[config.mk]
export PLATFORM = sky130hd
export DESIGN_NAME = grf_writeback
export DESIGN_NICKNAME = d
export VERILOG_FILES = /design/src/rtl/grf_writeback.sv
export SDC_FILE = /design/constraint.sdc
export NUM_CORES = 2
export LEC_CHECK = 0
export CORE_MARGIN = 10
export CORE_UTILIZATION = 51
export DETAILED_ROUTE_END_ITERATION = 8
export PLACE_DENSITY = 0.69
export SLEW_MARGIN = 40
export SYNTH_ARGS = -nofsm -noshare
export SYNTH_HDL_FRONTEND = slang
export SYNTH_SLANG_ARGS = --single-unit
[constraint.sdc]
create_clock -name clk -period 7.86 [get_ports clk]
set_clock_uncertainty 0.2 [all_clocks]
set_input_delay 1.572 -clock clk [delete_from_list [all_inputs] [get_ports clk]]
set_output_delay 1.572 -clock clk [all_outputs]
set_load 0.02 [all_outputs]
[src/rtl/grf_writeback.sv]
// grf_writeback: W stage of the five-stage MIPS pipeline plus the 32x32
// general register file. Decodes the W instruction, selects and extends the
// writeback value, commits it on the clock edge, serves the two D-stage
// read ports and counts retired (non-bubble) instructions.
// Optional feature macro: GRF_BYPASS_EN (write-before-read on the read ports).
module grf_writeback #(
  parameter logic [31:0] PC_RESET = 32'h00003000
) (
  input  logic        clk,
  input  logic        reset,
  input  logic [31:0] W_PC,
  input  logic [31:0] W_Instr,
  input  logic [4:0]  W_for_GRFWriteAddr,
  input  logic [31:0] W_ALUResult,
  input  logic [31:0] W_RD,
  input  logic [4:0]  D_rs_addr,
  input  logic [4:0]  D_rt_addr,
  output logic [31:0] D_rs_data,
  output logic [31:0] D_rt_data,
  output logic        W_GRFWE,
  output logic [31:0] W_GRFWriteData,
  output logic [31:0] instret
);

  localparam logic [5:0] OP_RTYPE = 6'b000000;
  localparam logic [5:0] OP_JAL   = 6'b000011;
  localparam logic [5:0] OP_LB    = 6'b100000;
  localparam logic [5:0] OP_LH    = 6'b100001;
  localparam logic [5:0] OP_LW    = 6'b100011;
  localparam logic [5:0] OP_LBU   = 6'b100100;
  localparam logic [5:0] OP_LHU   = 6'b100101;
  localparam logic [5:0] FN_JALR  = 6'b001001;

  logic [31:0] grf_r [0:31];
  logic [31:0] instret_r;
  logic [5:0]  op_s;
  logic [5:0]  fn_s;
  logic        is_write_s;
  logic        is_load_s;
  logic        is_link_s;
  logic [31:0] wdata_s;
  logic        unused_s;

  assign op_s     = W_Instr[31:26];
  assign fn_s     = W_Instr[5:0];
  // PC_RESET is informational; the middle instruction fields are not decoded here.
  assign unused_s = ^{W_Instr[25:6], PC_RESET};

  // Extract and extend the addressed byte/half of the loaded word.
  function automatic logic [31:0] load_ext(input logic [5:0] op,
                                           input logic [31:0] rd,
                                           input logic [1:0] a);
    logic [7:0]  b;
    logic [15:0] h;
    logic [31:0] r;
    b = rd[8*a +: 8];
    h = a[1] ? rd[31:16] : rd[15:0];
    case (op)
      OP_LB:   r = {{24{b[7]}}, b};
      OP_LBU:  r = {24'h000000, b};
      OP_LH:   r = {{16{h[15]}}, h};
      OP_LHU:  r = {16'h0000, h};
      default: r = rd;
    endcase
    return r;
  endfunction

  // Classify the W instruction: does it write, is it a load, is it a link.
  always_comb begin
    is_write_s = 1'b0;
    is_load_s  = 1'b0;
    is_link_s  = 1'b0;
    case (op_s)
      OP_RTYPE: begin
        is_link_s = (fn_s == FN_JALR);
        case (fn_s)
          6'b001000, 6'b001100, 6'b010001, 6'b010011,
          6'b011000, 6'b011001, 6'b011010, 6'b011011: is_write_s = 1'b0;
          default:                                    is_write_s = 1'b1;
        endcase
      end
      6'b001000, 6'b001001, 6'b001010, 6'b001011,
      6'b001100, 6'b001101, 6'b001110, 6'b001111: is_write_s = 1'b1;
      OP_LB, OP_LH, OP_LW, OP_LBU, OP_LHU: begin
        is_write_s = 1'b1;
        is_load_s  = 1'b1;
      end
      OP_JAL: begin
        is_write_s = 1'b1;
        is_link_s  = 1'b1;
      end
      default: is_write_s = 1'b0;
    endcase
  end

  // Select the writeback value: link address, extended load data or ALU result.
  always_comb begin
    if (is_link_s) begin
      wdata_s = W_PC + 32'd8;
    end else if (is_load_s) begin
      wdata_s = load_ext(op_s, W_RD, W_ALUResult[1:0]);
    end else begin
      wdata_s = W_ALUResult;
    end
  end

  assign W_GRFWE        = is_write_s && (W_for_GRFWriteAddr != 5'd0);
  assign W_GRFWriteData = wdata_s;

  // Register file storage; asynchronous clear, commit on the edge ending W.
  always_ff @(posedge clk or negedge reset) begin
    if (!reset) begin
      for (int i = 0; i < 32; i++) begin
        grf_r[i] <= 32'h00000000;
      end
    end else if (W_GRFWE) begin
      grf_r[W_for_GRFWriteAddr] <= wdata_s;
    end
  end

  // Retired-instruction counter; bubbles do not count, wraps naturally.
  always_ff @(posedge clk or negedge reset) begin
    if (!reset) begin
      instret_r <= 32'h00000000;
    end else if (W_Instr != 32'h00000000) begin
      instret_r <= instret_r + 32'd1;
    end
  end

  assign instret = instret_r;

  // Read ports; $0 is hard-wired zero, optional same-cycle write bypass.
  always_comb begin
    if (D_rs_addr == 5'd0) begin
      D_rs_data = 32'h00000000;
`ifdef GRF_BYPASS_EN
    end else if (W_GRFWE && (D_rs_addr == W_for_GRFWriteAddr)) begin
      D_rs_data = wdata_s;
`endif
    end else begin
      D_rs_data = grf_r[D_rs_addr];
    end
    if (D_rt_addr == 5'd0) begin
      D_rt_data = 32'h00000000;
`ifdef GRF_BYPASS_EN
    end else if (W_GRFWE && (D_rt_addr == W_for_GRFWriteAddr)) begin
      D_rt_data = wdata_s;
`endif
    end else begin
      D_rt_data = grf_r[D_rt_addr];
    end
  end

endmodule

==> results_tabular.tex <==
\begin{tabular}{lr}
\hline
Metric & Value \\
\hline
\multicolumn{2}{l}{\textbf{Outcome}} \\
\quad Outcome & finished clean \\
\multicolumn{2}{l}{\textbf{Synth}} \\
\quad Count of flip-flops with a built-in enable after synthesis & 0 \\
\quad Share of the synthesized area in the top cell type & 47.15\% \\
\quad Number of instances in the synthesized netlist & 4782 \\
\quad Area of the mapped netlist & 0.05604 mm\^{}2 \\
\quad Most area-hungry cell type in the Yosys netlist & dfrtp\_1 \\
\quad Count of distinct cell types in the synthesized netlist & 69 \\
\quad Sequential element share of the synthesized area & 47.15\% \\
\quad Leading post-synthesis cells by cell area & dfrtp\_1 (47\%), mux4\_2 (26\%), o21ai\_0 (6.9\%), nand2\_1 (5.7\%), clkbuf\_1 (2.3\%) \\
\quad Count of warnings emitted by yosys & 0 \\
\quad Per-instance average area after synthesis & 11.72 um\^{}2 \\
\quad Post-synth net total & 4929 \\
\quad Flip-flop cell with the highest count after synthesis & dfrtp\_1 \\
\quad Total of flip-flops plus latches after synthesis & roughly 1100 \\
\quad Share of synthesized registers carrying an async set or reset & 100.0\% \\
\multicolumn{2}{l}{\textbf{Setup path}} \\
\quad R2R Path Start & instret[4] \\
\quad Endpoint arrival time on the critical path & 5.45 ns \\
\quad Worst setup path start & W\_Instr[26] \\
\quad Endpoint of the worst register-to-register path & instret[31] \\
\quad R2R setup slack & between 5 and 6 ns \\
\quad Data required, critical path & just over 6 ns \\
\quad Slowest-stage cell, CP & clkdlybuf4s50\_1 \\
\quad Number of cells on the worst reg-to-reg path & 6 \\
\quad Critical path launch point type & primary input \\
\quad Worst setup path category & in2out \\
\quad Highest fanout seen on the critical path & 32 \\
\quad Kind of end point of the critical path & output port \\
\quad Cell-by-cell listing of the critical path & clkdlybuf4s50\_1 -> nor2\_1 -> buf\_4 -> a41oi\_1 -> nand2b\_2 -> buf\_4 -> o21ba\_2 -> inv\_1 -> clkdlybuf4s50\_1 \\
\quad Slowest Stage Delay on Critical Path & 0.96 ns \\
\multicolumn{2}{l}{\textbf{Clock network}} \\
\quad Clock H-tree levels & 3 \\
\quad Buffer levels on the longest clock path & 3 \\
\quad CTS Sinks & 1056 \\
\quad CTS Root Buffer Type & clkbuf\_16 \\
\quad Inserted Clock Buffers & 114 \\
\quad TritonCTS clock tree & yes \\
\quad Clk slew on worst S/H paths & 0.06 ns \\
\quad Number of post-CTS setup repair buffers & 0 \\
\quad Insertion delay to the later sink of the worst-skew pair & $\sim$0.71 ns \\
\quad Count of instances resized after the clock tree is built & 0 \\
\quad Hold\_buf cts & 0 \\
\multicolumn{2}{l}{\textbf{Global route}} \\
\quad Maximum number of pins on one net before global-route repair & 160 \\
\quad Wire length of the first global-routing pass & 287.6 mm \\
\quad Total gr overflow & 0 \\
\quad Overall routing resource usage & 31.68\% \\
\quad Via count of the first global-routing pass & 42660 \\
\quad Initial antenna violation count & 25 \\
\multicolumn{2}{l}{\textbf{Placed design}} \\
\quad HPWL after detailed placement & 128.6 mm \\
\quad Global placement routability congestion & 0.9776 \\
\quad Count of input and output buffers & between 200 and 300 \\
\multicolumn{2}{l}{\textbf{STA}} \\
\quad Final number of setup-violating endpoints & 0 \\
\quad Unrepaired setup endpoints after global routing & false \\
\quad Number of hold-slack violations in the final timing report & 0 \\
\quad Tmin final & 7.224 ns \\
\quad Worst rel slew slack & 37.57\% \\
\quad Hold slack final & approximately 0.19 ns \\
\quad Post-Route Setup TNS & 0 ns \\
\quad Crit share post-route & 91.91\% \\
\quad Number of max-slew violations in the final report & 0 \\
\quad Top achievable clock speed & 0.1384 GHz \\
\quad Pin slew with the least headroom to its limit & 0.9263 ns \\
\multicolumn{2}{l}{\textbf{Final layout}} \\
\quad Final net count & 4990 \\
\quad Area growth from synthesis to layout & 14.99\% \\
\quad Layout cell share with drive strength beyond 1 & between 20\% and 30\% \\
\multicolumn{2}{l}{\textbf{Power}} \\
\quad Fraction of power consumed by the clock network & 36.4\% \\
\quad Sw Share & 28.22\% \\
\quad Leak Pwr & 27.02 nW \\
\quad Total power divided by cell area & 248.3 mW/mm\^{}2 \\
\quad Worst IR drop on VDD & 0.0002134 V \\
\quad Internal portion of total power & 11.49 mW \\
\quad Sequential Power Share & 43.4\% \\
\quad Comb pwr share & about a fifth \\
\quad Switching power & roughly 4.5 mW \\
\multicolumn{2}{l}{\textbf{Floorplanning}} \\
\quad Standard cell core area & 0.1090 mm\^{}2 \\
\quad Overall die width & about 350 um \\
\quad Vertical die dimension & 351.5 um \\
\quad IO Count & 274 \\
\quad Starting density of the core & 51.41\% \\
\quad Row cnt & 121 \\
\quad Area of the die & 0.1235 mm\^{}2 \\
\multicolumn{2}{l}{\textbf{Detailed routing}} \\
\quad \# DRC & 0 \\
\quad Total wire length after detailed routing & between 150 and 200 mm \\
\quad Total number of vias & 42740 \\
\quad Remaining antenna violation count & 0 \\
\quad Router iterations before antenna repair & 6 \\
\quad Drt via density & about 6.7 \\
\quad Detailed Route Iter0 Violations & 5100 \\
\quad DR WL/cell & 30.73 um \\
\multicolumn{2}{l}{\textbf{Run}} \\
\quad Count of maximum capacitance violations & 0 \\
\multicolumn{2}{l}{\textbf{Hold path}} \\
\quad WHS Path Cells & 0 \\
\quad Worst Hold Class & reg2reg \\
\quad Hold Path Origin & grf\_r[1001] \\
\quad Capture endpoint of the worst hold path & grf\_r[1001] \\
\hline
\end{tabular}
[logic make-up (layout without fill, tap and decap cells)]
| logic type | after synthesis | count (layout) | share of synthesized area [%] |
|---|---|---|---|
| flops | 1056 | 1056 | 47.15 |
| buf+inv | 569 | 723 | 3.967 |
| fa+ha+maj | 2 | 2 | 0.04464 |
| xor+xnor | 57 | 57 | 0.8908 |
| other cells | 0 | 3 | 0 |
| simple gates | 1269 | 1269 | 9.334 |
| compound gates | 1116 | 1116 | 11.44 |
| mux | 713 | 713 | 27.17 |
[final cells by class]
class	count	area, um^2
fill	8726	44560
multi-input combinational	3157	27710
sequential	1056	26430
timing repair buffer	418	4135
clock buffer	154	3287
tap	1414	1769
clock inverter	55	755.7
inverter	96	360.3
antenna	3	7.507
[how the worst max path moves through the flow]
stage                              end  cells past startpoint
finish              W_GRFWriteData[21]                      9
CTS                 W_GRFWriteData[21]                      9
detailed placement  W_GRFWriteData[21]                      9
global placement    W_GRFWriteData[21]                      9
floorplan                D_rt_data[10]                      7
global route        W_GRFWriteData[21]                      9
[layout by cell type, fill, tap and decap left out, drive strengths merged, types with 5 or more instances in the layout]
cell           instances
a21oi                138
a221oi                 7
a22o                  68
a32o                  42
and2                   8
and3                  12
and4                   7
buf                  157
bufinv                18
clkbuf               154
clkdlybuf4s50        261
clkinv                27
clkinvlp               6
dfrtp               1056
inv                  100
mux2                  64
mux2i                  9
mux4                 640
nand2                845
nand2b                 9
nand3                 40
nand4                 23
nor2                 250
nor2b                 10
nor3                  17
nor4                  18
o21a                  14
o21ai                778
o22a                  29
o22ai                  5
or2                    6
or3                    5
xnor2                 44
xor2                  13
[state kept, by name, summed over array words and instances, names as in the netlist]
name / cells
grf_r: 1024
instret: 32
[per-layer routing]
layer  global-route usage [%]  routed length [um]  vias to the layer above
met5                        0                 323                        -
met3                    11.75               25670                      645
met4                    15.48               11410                       48
met1                    41.51               72230                    21730
met2                    46.50               85580                     2600
li1                         -                   -                    17720
[power by group through the flow]
stage	Clock [mW]	Combinational, mW	Sequential (mW)
5_1_grt	6.08	3.48	7.05
6_report	5.83	3.23	6.94
3_5_place_dp	0	3.21	7.01
3_3_place_gp	0	3.12	6.93
2_1_floorplan	0	2.18	6.80
4_1_cts	5.85	3.22	6.92
[through the flow]
stage	utilization [%]	area [um^2]	setup slack, ns	instances	total power [mW]
after floorplan	-	56040	2.247	4782	8.987
after global placement	55.18	60150	0.7940	6136	10.05
after detailed placement	55.32	60310	0.6868	6139	10.21
after CTS	59.03	64350	0.6902	6348	15.99
after global routing	59.11	64440	0.4351	6350	16.61
final	59.12	64450	0.6358	6353	16.00
[worst max-delay path: cells and delay by family]
kind | cells | cell delay [ns]
AOI/OAI and AO/OA | 2 | 1.04
and+or+nand+nor | 2 | 0.60
buffers and inverters | 5 | 2.22
[synthesized netlist by cell type (4+ instances only)]
| cell | n |
|---|---|
| nor4_1 | 17 |
| and3b_1 | 4 |
| nand2b_1 | 9 |
| or3_1 | 5 |
| nor2b_1 | 10 |
| mux2_2 | 64 |
| nand2_1 | 845 |
| a32o_1 | 42 |
| o21ai_0 | 775 |
| nand4_1 | 23 |
| o22a_1 | 29 |
| nor3b_1 | 4 |
| nand3_1 | 40 |
| buf_1 | 71 |
| and4_1 | 7 |
| o22ai_1 | 5 |
| nor2_1 | 246 |
| a22o_1 | 68 |
| dfrtp_1 | 1056 |
| mux2i_1 | 9 |
| a221oi_1 | 4 |
| xor2_1 | 13 |
| and3_1 | 12 |
| and2_1 | 8 |
| mux4_2 | 640 |
| o21a_1 | 14 |
| inv_1 | 96 |
| nor3_1 | 15 |
| o311ai_0 | 4 |
| or2_2 | 6 |
| xnor2_1 | 44 |
| buf_2 | 58 |
| a21oi_1 | 137 |
| clkbuf_1 | 342 |
| o31a_1 | 4 |
| nor2_4 | 4 |
Note: power is estimated with default switching activity, not from simulation.
